**config.mk**
```make
export PLATFORM = sky130hd
export DESIGN_NAME = ram_arbiter2
export DESIGN_NICKNAME = d
export VERILOG_FILES = /design/src/rtl/ram_arbiter2.sv
export SDC_FILE = /design/constraint.sdc
export NUM_CORES = 1
export LEC_CHECK = 0
export ABC_AREA = 1
export CORE_MARGIN = 5
export CORE_UTILIZATION = 36
export DETAILED_ROUTE_END_ITERATION = 8
export GPL_TIMING_DRIVEN = 1
export PLACE_DENSITY = 0.84
export SLEW_MARGIN = 30
export SYNTH_ARGS = -nofsm -noshare
export SYNTH_HDL_FRONTEND = slang
export SYNTH_SLANG_ARGS = --single-unit
export TNS_END_PERCENT = 100
```
**constraint.sdc**
```tcl
create_clock -name clk -period 1.7 [get_ports clk]
set_input_delay 0.255 -clock clk [delete_from_list [all_inputs] [get_ports clk]]
set_output_delay 0.255 -clock clk [all_outputs]
set_load 0.03 [all_outputs]
```
**src/rtl/ram_arbiter2.sv**
```systemverilog
// ram_arbiter2: round-robin two-port sequencer for a single-port RAM.
// Ports: clk/reset; per requester reqN,wrenN,addrN,dinN -> gntN,rvalidN,
// rdataN; RAM side ram_addr/ram_din/ram_wren -> ram_dout; busy while clearing.
// Optional macro RAM_ARB_CLEAR_EN: zero-fill every RAM word after reset.
module ram_arbiter2 #(
  parameter int AW = 5,
  parameter int DW = 4
) (
  input  logic          clk,
  input  logic          reset,
  input  logic          req0,
  input  logic          wren0,
  input  logic [AW-1:0] addr0,
  input  logic [DW-1:0] din0,
  output logic          gnt0,
  output logic          rvalid0,
  output logic [DW-1:0] rdata0,
  input  logic          req1,
  input  logic          wren1,
  input  logic [AW-1:0] addr1,
  input  logic [DW-1:0] din1,
  output logic          gnt1,
  output logic          rvalid1,
  output logic [DW-1:0] rdata1,
  output logic [AW-1:0] ram_addr,
  output logic [DW-1:0] ram_din,
  output logic          ram_wren,
  input  logic [DW-1:0] ram_dout,
  output logic          busy
);

  logic          clearing;
  logic [AW-1:0] clr_addr;

`ifdef RAM_ARB_CLEAR_EN
  typedef enum logic {CLEAR, SERVE} state_t;

  state_t        state_q, state_d;
  logic [AW-1:0] clr_cnt_q, clr_cnt_d;

  always_ff @(posedge clk or posedge reset) begin
    if (reset) begin
      state_q   <= CLEAR;
      clr_cnt_q <= '0;
    end else begin
      state_q   <= state_d;
      clr_cnt_q <= clr_cnt_d;
    end
  end

  // Counter wraps to 0 on the last word, leaving it ready for next reset.
  always_comb begin
    state_d   = state_q;
    clr_cnt_d = clr_cnt_q;
    if (state_q == CLEAR) begin
      clr_cnt_d = clr_cnt_q + 1'b1;
      if (&clr_cnt_q) state_d = SERVE;
    end
  end

  assign clearing = (state_q == CLEAR);
  assign clr_addr = clr_cnt_q;
`else
  assign clearing = 1'b0;
  assign clr_addr = '0;
`endif

  logic          last_q, last_d;
  logic [AW-1:0] addr_q, addr_d;
  logic [DW-1:0] din_q, din_d;
  logic          tv_q, tv_d;
  logic          tp_q, tp_d;
  logic          serve;
  logic          pick0, pick1;

  // last_q = 1 means port 1 was granted last, so port 0 wins a tie.
  assign serve = ~clearing & ~reset;
  assign pick0 = serve & req0 & (~req1 | last_q);
  assign pick1 = serve & req1 & (~req0 | ~last_q);

  always_comb begin
    gnt0     = 1'b0;
    gnt1     = 1'b0;
    ram_wren = 1'b0;
    ram_addr = addr_q;
    ram_din  = din_q;
    last_d   = last_q;
    addr_d   = addr_q;
    din_d    = din_q;
    tv_d     = 1'b0;
    tp_d     = tp_q;
    if (clearing) begin
      ram_wren = 1'b1;
      ram_addr = clr_addr;
      ram_din  = '0;
    end else begin
      unique case (1'b1)
        pick0: begin
          gnt0     = 1'b1;
          ram_wren = wren0;
          ram_addr = addr0;
          ram_din  = din0;
          last_d   = 1'b0;
          addr_d   = addr0;
          din_d    = din0;
          tv_d     = 1'b1;
          tp_d     = 1'b0;
        end
        pick1: begin
          gnt1     = 1'b1;
          ram_wren = wren1;
          ram_addr = addr1;
          ram_din  = din1;
          last_d   = 1'b1;
          addr_d   = addr1;
          din_d    = din1;
          tv_d     = 1'b1;
          tp_d     = 1'b1;
        end
        default: ;
      endcase
    end
  end

  always_ff @(posedge clk or posedge reset) begin
    if (reset) begin
      last_q <= 1'b1;
      addr_q <= '0;
      din_q  <= '0;
      tv_q   <= 1'b0;
      tp_q   <= 1'b0;
    end else begin
      last_q <= last_d;
      addr_q <= addr_d;
      din_q  <= din_d;
      tv_q   <= tv_d;
      tp_q   <= tp_d;
    end
  end

  // RAM output is registered, so the tag lines up with ram_dout.
  assign rvalid0 = tv_q & ~tp_q;
  assign rvalid1 = tv_q & tp_q;
  assign rdata0  = rvalid0 ? ram_dout : '0;
  assign rdata1  = rvalid1 ? ram_dout : '0;
  assign busy    = clearing;

endmodule
```
* After elaboration in Yosys (flattened, before gate mapping)
Cells that the tools add are included. W data, S select, Z words.
Operators by class: magnitude comparators 0, multiplexer cells 9, eq/ne operators 0, bitwise logic cells 13, add/subtract/negate cells 0, shifts and indexed selects 0, reductions and logical operators 2, divide/modulo/power cells 0, multipliers 0
Operators by type and width (number):
- $pmux W5 S2 | 1
- $mux W4 | 2
- $pmux W4 S2 | 1
- $and A1 B1 Y1 | 6
- $not A1 Y1 | 5
- $pmux W1 S2 | 2
- $mux W1 | 3
- $or A1 B1 Y1 | 2
- $reduce_bool A2 Y1 | 1
- $reduce_or A2 Y1 | 1
Word-level totals: bits in registers 12, latch bits 0, memories kept 0, bits of input ports 28, bits in writable memories 0, logic and storage cells 29, memory bits (read-only) 0, output and inout port bits 23

* Depth between registers and ports, before layout
word-level depth 5, gate-level depth with buffers 5, depth with buffers taken out 5

* Worst setup path after synthesis
No wires, ideal clock.
kind register -> output, start point reg last_q, end point out ram_wren, stages on the path, launching flop included 6, arrival time 1.120 ns, buffers on the path 0, required time 1.445 ns, path slack 0.325 ns, cell sequence dfstp_2 > nand2_2 > nand3_2 > inv_1 > nand2_1 > nand2_1
Between the ends: longest elaborated chain between the ends 4, elaborated cells between the ends (all ways) 6, classes of those cells mux: 1; bitwise: 5
RTL lines:
- start: declaration | line 68 | logic last_q, last_d;
- start signal: assignment | line 133 | last_q <= last_d;
- $not A1 Y1 | line 79 | assign pick1 = serve & req1 & (~req0 | ~last_q);
- $or A1 B1 Y1 | line 79
- $and A1 B1 Y1 | line 79
- $pmux W1 S2 * | line 97 | unique case (1'b1)
- end: declaration | line 27 | output logic ram_wren,
Every way passes the cells marked *; elsewhere a longest branch is shown, timed or not.

* Final worst setup path
start point in reset, end point out ram_addr[0]
Between the ends: longest elaborated chain between the ends 4, elaborated cells between the ends (all ways) 6, classes of those cells mux: 1; bitwise: 5
RTL lines:
- start: declaration | line 10 | input logic reset,
- $not A1 Y1 * | line 77 | assign serve = ~clearing & ~reset;
- $and A1 B1 Y1, on equally long branches (2 in series) | line 79, 78
- $pmux W5 S2 * | line 97
- end: declaration | line 25 | output logic [AW-1:0] ram_addr,
Marks and branches as above.

==> results.sh <==
export IMPL_final_cell_mix="clkdlybuf4s50_1 (25), nand3_1 (24), buf_4 (18)"
export IMPL_core_region_area_mm2=0.001783
export IMPL_syn_area_um2=693.2
export IMPL_ir_drop_mv=0.4562
export IMPL_path_clk_slew_ps=90
export IMPL_clk_latency_ps=270
export IMPL_crit_fanout=5
export IMPL_first_global_vias=826
export IMPL_reg2reg_from="last_q"
export IMPL_end_kind="output port"
export IMPL_place_congestion=0.8082
export IMPL_drive_above_1_share=0.3425
export IMPL_avgViaCountPerCell=5.158
export IMPL_initialDrtViolationCount=15
export IMPL_hold_viol_final=0
export IMPL_grt_start_max_net_pins=15
export IMPL_hp_class="in2async"
export IMPL_area_delta_synth_final_pct=92.96
export IMPL_clkPwrFrac=0.228
export IMPL_start_kind="input pin"
export IMPL_tritoncts="yes"
export IMPL_finalInstanceArea_mm2=0.001338
export IMPL_clock_sinks=12
export IMPL_grt_antenna_before_repair=0
export IMPL_finalPower_uw=1031
export IMPL_finalCritPeriodShare=1.002
export IMPL_cts_buffers=3
export IMPL_drt_drc_violations_left=0
export IMPL_comb_power_share=0.441
export IMPL_p_switching_uw=379.5
export IMPL_worstRegToRegCells=4
export IMPL_r2r_end="last_q"
export IMPL_rows=15
export IMPL_cp_data_arrival_time_ps=1450
export IMPL_required_ps=1440
export IMPL_nets=175
export IMPL_via_count=882
export IMPL_drt_wl_total_um=2610
export IMPL_leakage_uw=0.0007040
export IMPL_grt_total_usage=0.1738
export IMPL_avgSynthCellArea_um2=7.788
export IMPL_start_util=0.3888
export IMPL_grt_remaining_overflow=0
export IMPL_dp_hpwl_um=1814
export IMPL_netlist_instances=89
export IMPL_p_sw_frac=0.3680
export IMPL_final_antenna_net_count=0
export IMPL_grt_pass1_wl_um=3553
export IMPL_dpl_cell_area_mm2=0.001179
export IMPL_synth_warnings=0
export IMPL_dieArea_mm2=0.002903
export IMPL_rrSetupSlack_ps=640
export IMPL_hold_buffers=0
export IMPL_ys_ff_latch=12
export IMPL_synthDistinctLibCells=18
export IMPL_h_tree_depth=1
export IMPL_slowest_delay_ps=480
export IMPL_cts_root_buf="clkbuf_4"
export IMPL_seq_power_share=0.331
export IMPL_synth_nets=117
export IMPL_setup_tns_ps=-4.515
export IMPL_violations="negative setup slack"
export IMPL_die_w_um=53.88
export IMPL_io_pins=51
export IMPL_slew_violations=0
export IMPL_wl_per_cell_um=15.26
export IMPL_drv_cap=0
export IMPL_first_pass_iters=5
export IMPL_crit_type="in2out"
export IMPL_cp_slowest_cell="clkdlybuf4s50_1"
export IMPL_power_density_mw_per_mm2=771.0
export IMPL_internal_power_uw=651.7
export IMPL_path_cells="clkdlybuf4s50_1, buf_4, nor2_4, nand3_1, nand3_1, buf_4"
export IMPL_finalCriticalPeriod_ps=1704
export IMPL_final_common_cell="clkdlybuf4s50_1"
export IMPL_clockBufferDepth=2
export IMPL_fmax_mhz=587.0
export IMPL_setup_violations=3
export IMPL_finalClockSkew_ps=5.651
export IMPL_die_y_um=53.88
export IMPL_io_buffers=49
export IMPL_post_place_ws_ps=-83.15
export IMPL_ys_seq_area_frac=0.4350
export IMPL_fin_ws_ps=-3.549
export IMPL_status="complete, but fails checks"
export IMPL_antennaDiodeCount=0
-- cells in the mapped netlist, drive strengths merged --
master | count | area share
buf | 5 | 0.052
nor2 | 9 | 0.060
a21oi | 1 | 0.0072
dfstp | 1 | 0.038
nand4 | 9 | 0.081
dfrtp | 11 | 0.40
conb | 1 | 0.0054
or2 | 1 | 0.0090
nand3 | 30 | 0.22
nand2 | 9 | 0.060
inv | 11 | 0.060
o21ai | 1 | 0.0072
-- worst max-delay path: cells and delay by family --
kind                   cells  cell delay (ps)
buffers and inverters      3              840
AND/OR/NAND/NOR            3              340
-- routing by layer --
metal | routed length (um) | global-route usage | vias to the layer above
li1 | - | - | 418
met1 | 949 | 0.1828 | 399
met2 | 1339 | 0.3165 | 59
met3 | 272 | 0.04709 | 6
met4 | 49 | 0.08085 | 0
met5 | 0 | 0 | -
-- state kept, by name, indices dropped and copies added, names as in the netlist --
name    flops
addr_q      5
din_q       4
last_q      1
tp_q        1
tv_q        1
-- per-stage QoR --
step / utilization / hold WS (ps) / cells
after floorplan: - / 247.7 / 89
after global placement: 0.6611 / 504.6 / 165
after detailed placement: 0.6611 / 515.3 / 165
after CTS: 0.6884 / 370.0 / 170
after global routing: 0.7502 / 436.6 / 171
final: 0.7502 / 421.7 / 171
-- how the worst max path moves through the flow --
stage | start | end | slack [ps]
after floorplan | last_q | ram_wren | 330
after global placement | req1 | ram_din[2] | -60
after detailed placement | req1 | ram_din[1] | -80
after CTS | last_q | ram_din[2] | -8
after global routing | reset | ram_din[3] | -60
final | reset | ram_addr[0] | -4
-- what timing repair did --
action | 4_1_cts | 5_1_grt
buffers inserted | 0 | 0
endpoints found under the setup margin | 11 | 10
gates cloned | 1 | 1
gates resized for setup | 3 | 26
pin swaps | 0 | 1
-- cells by family (layout without fill, tap and decap cells) --
kind of cell           Yosys count  count (layout)  share of synthesized area
buffers and inverters           16              71                     0.1119
and+or+nand+nor                 58              60                     0.4332
other                            1               1                   0.005410
AOI/OAI and AO/OA                2               2                    0.01443
DFF                             12              12                     0.4350
-- power by group through the flow --
stage	Clock (uW)	Sequential, uW	Combinational [uW]
finish	235	342	455
global route	245	345	483
CTS	232	340	404
detailed placement	0	345	399
global placement	0	344	393
floorplan	0	342	223
-- cell type report --
class | instances | area (um^2)
Fill cell | 138 | 445.4
Inverter | 11 | 43.79
Multi-Input combinational cell | 63 | 384.1
Timing Repair Buffer | 56 | 540.5
Tap cell | 25 | 31.28
Clock buffer | 4 | 36.28
Sequential cell | 12 | 301.5
(Power assumes the default switching activity.)
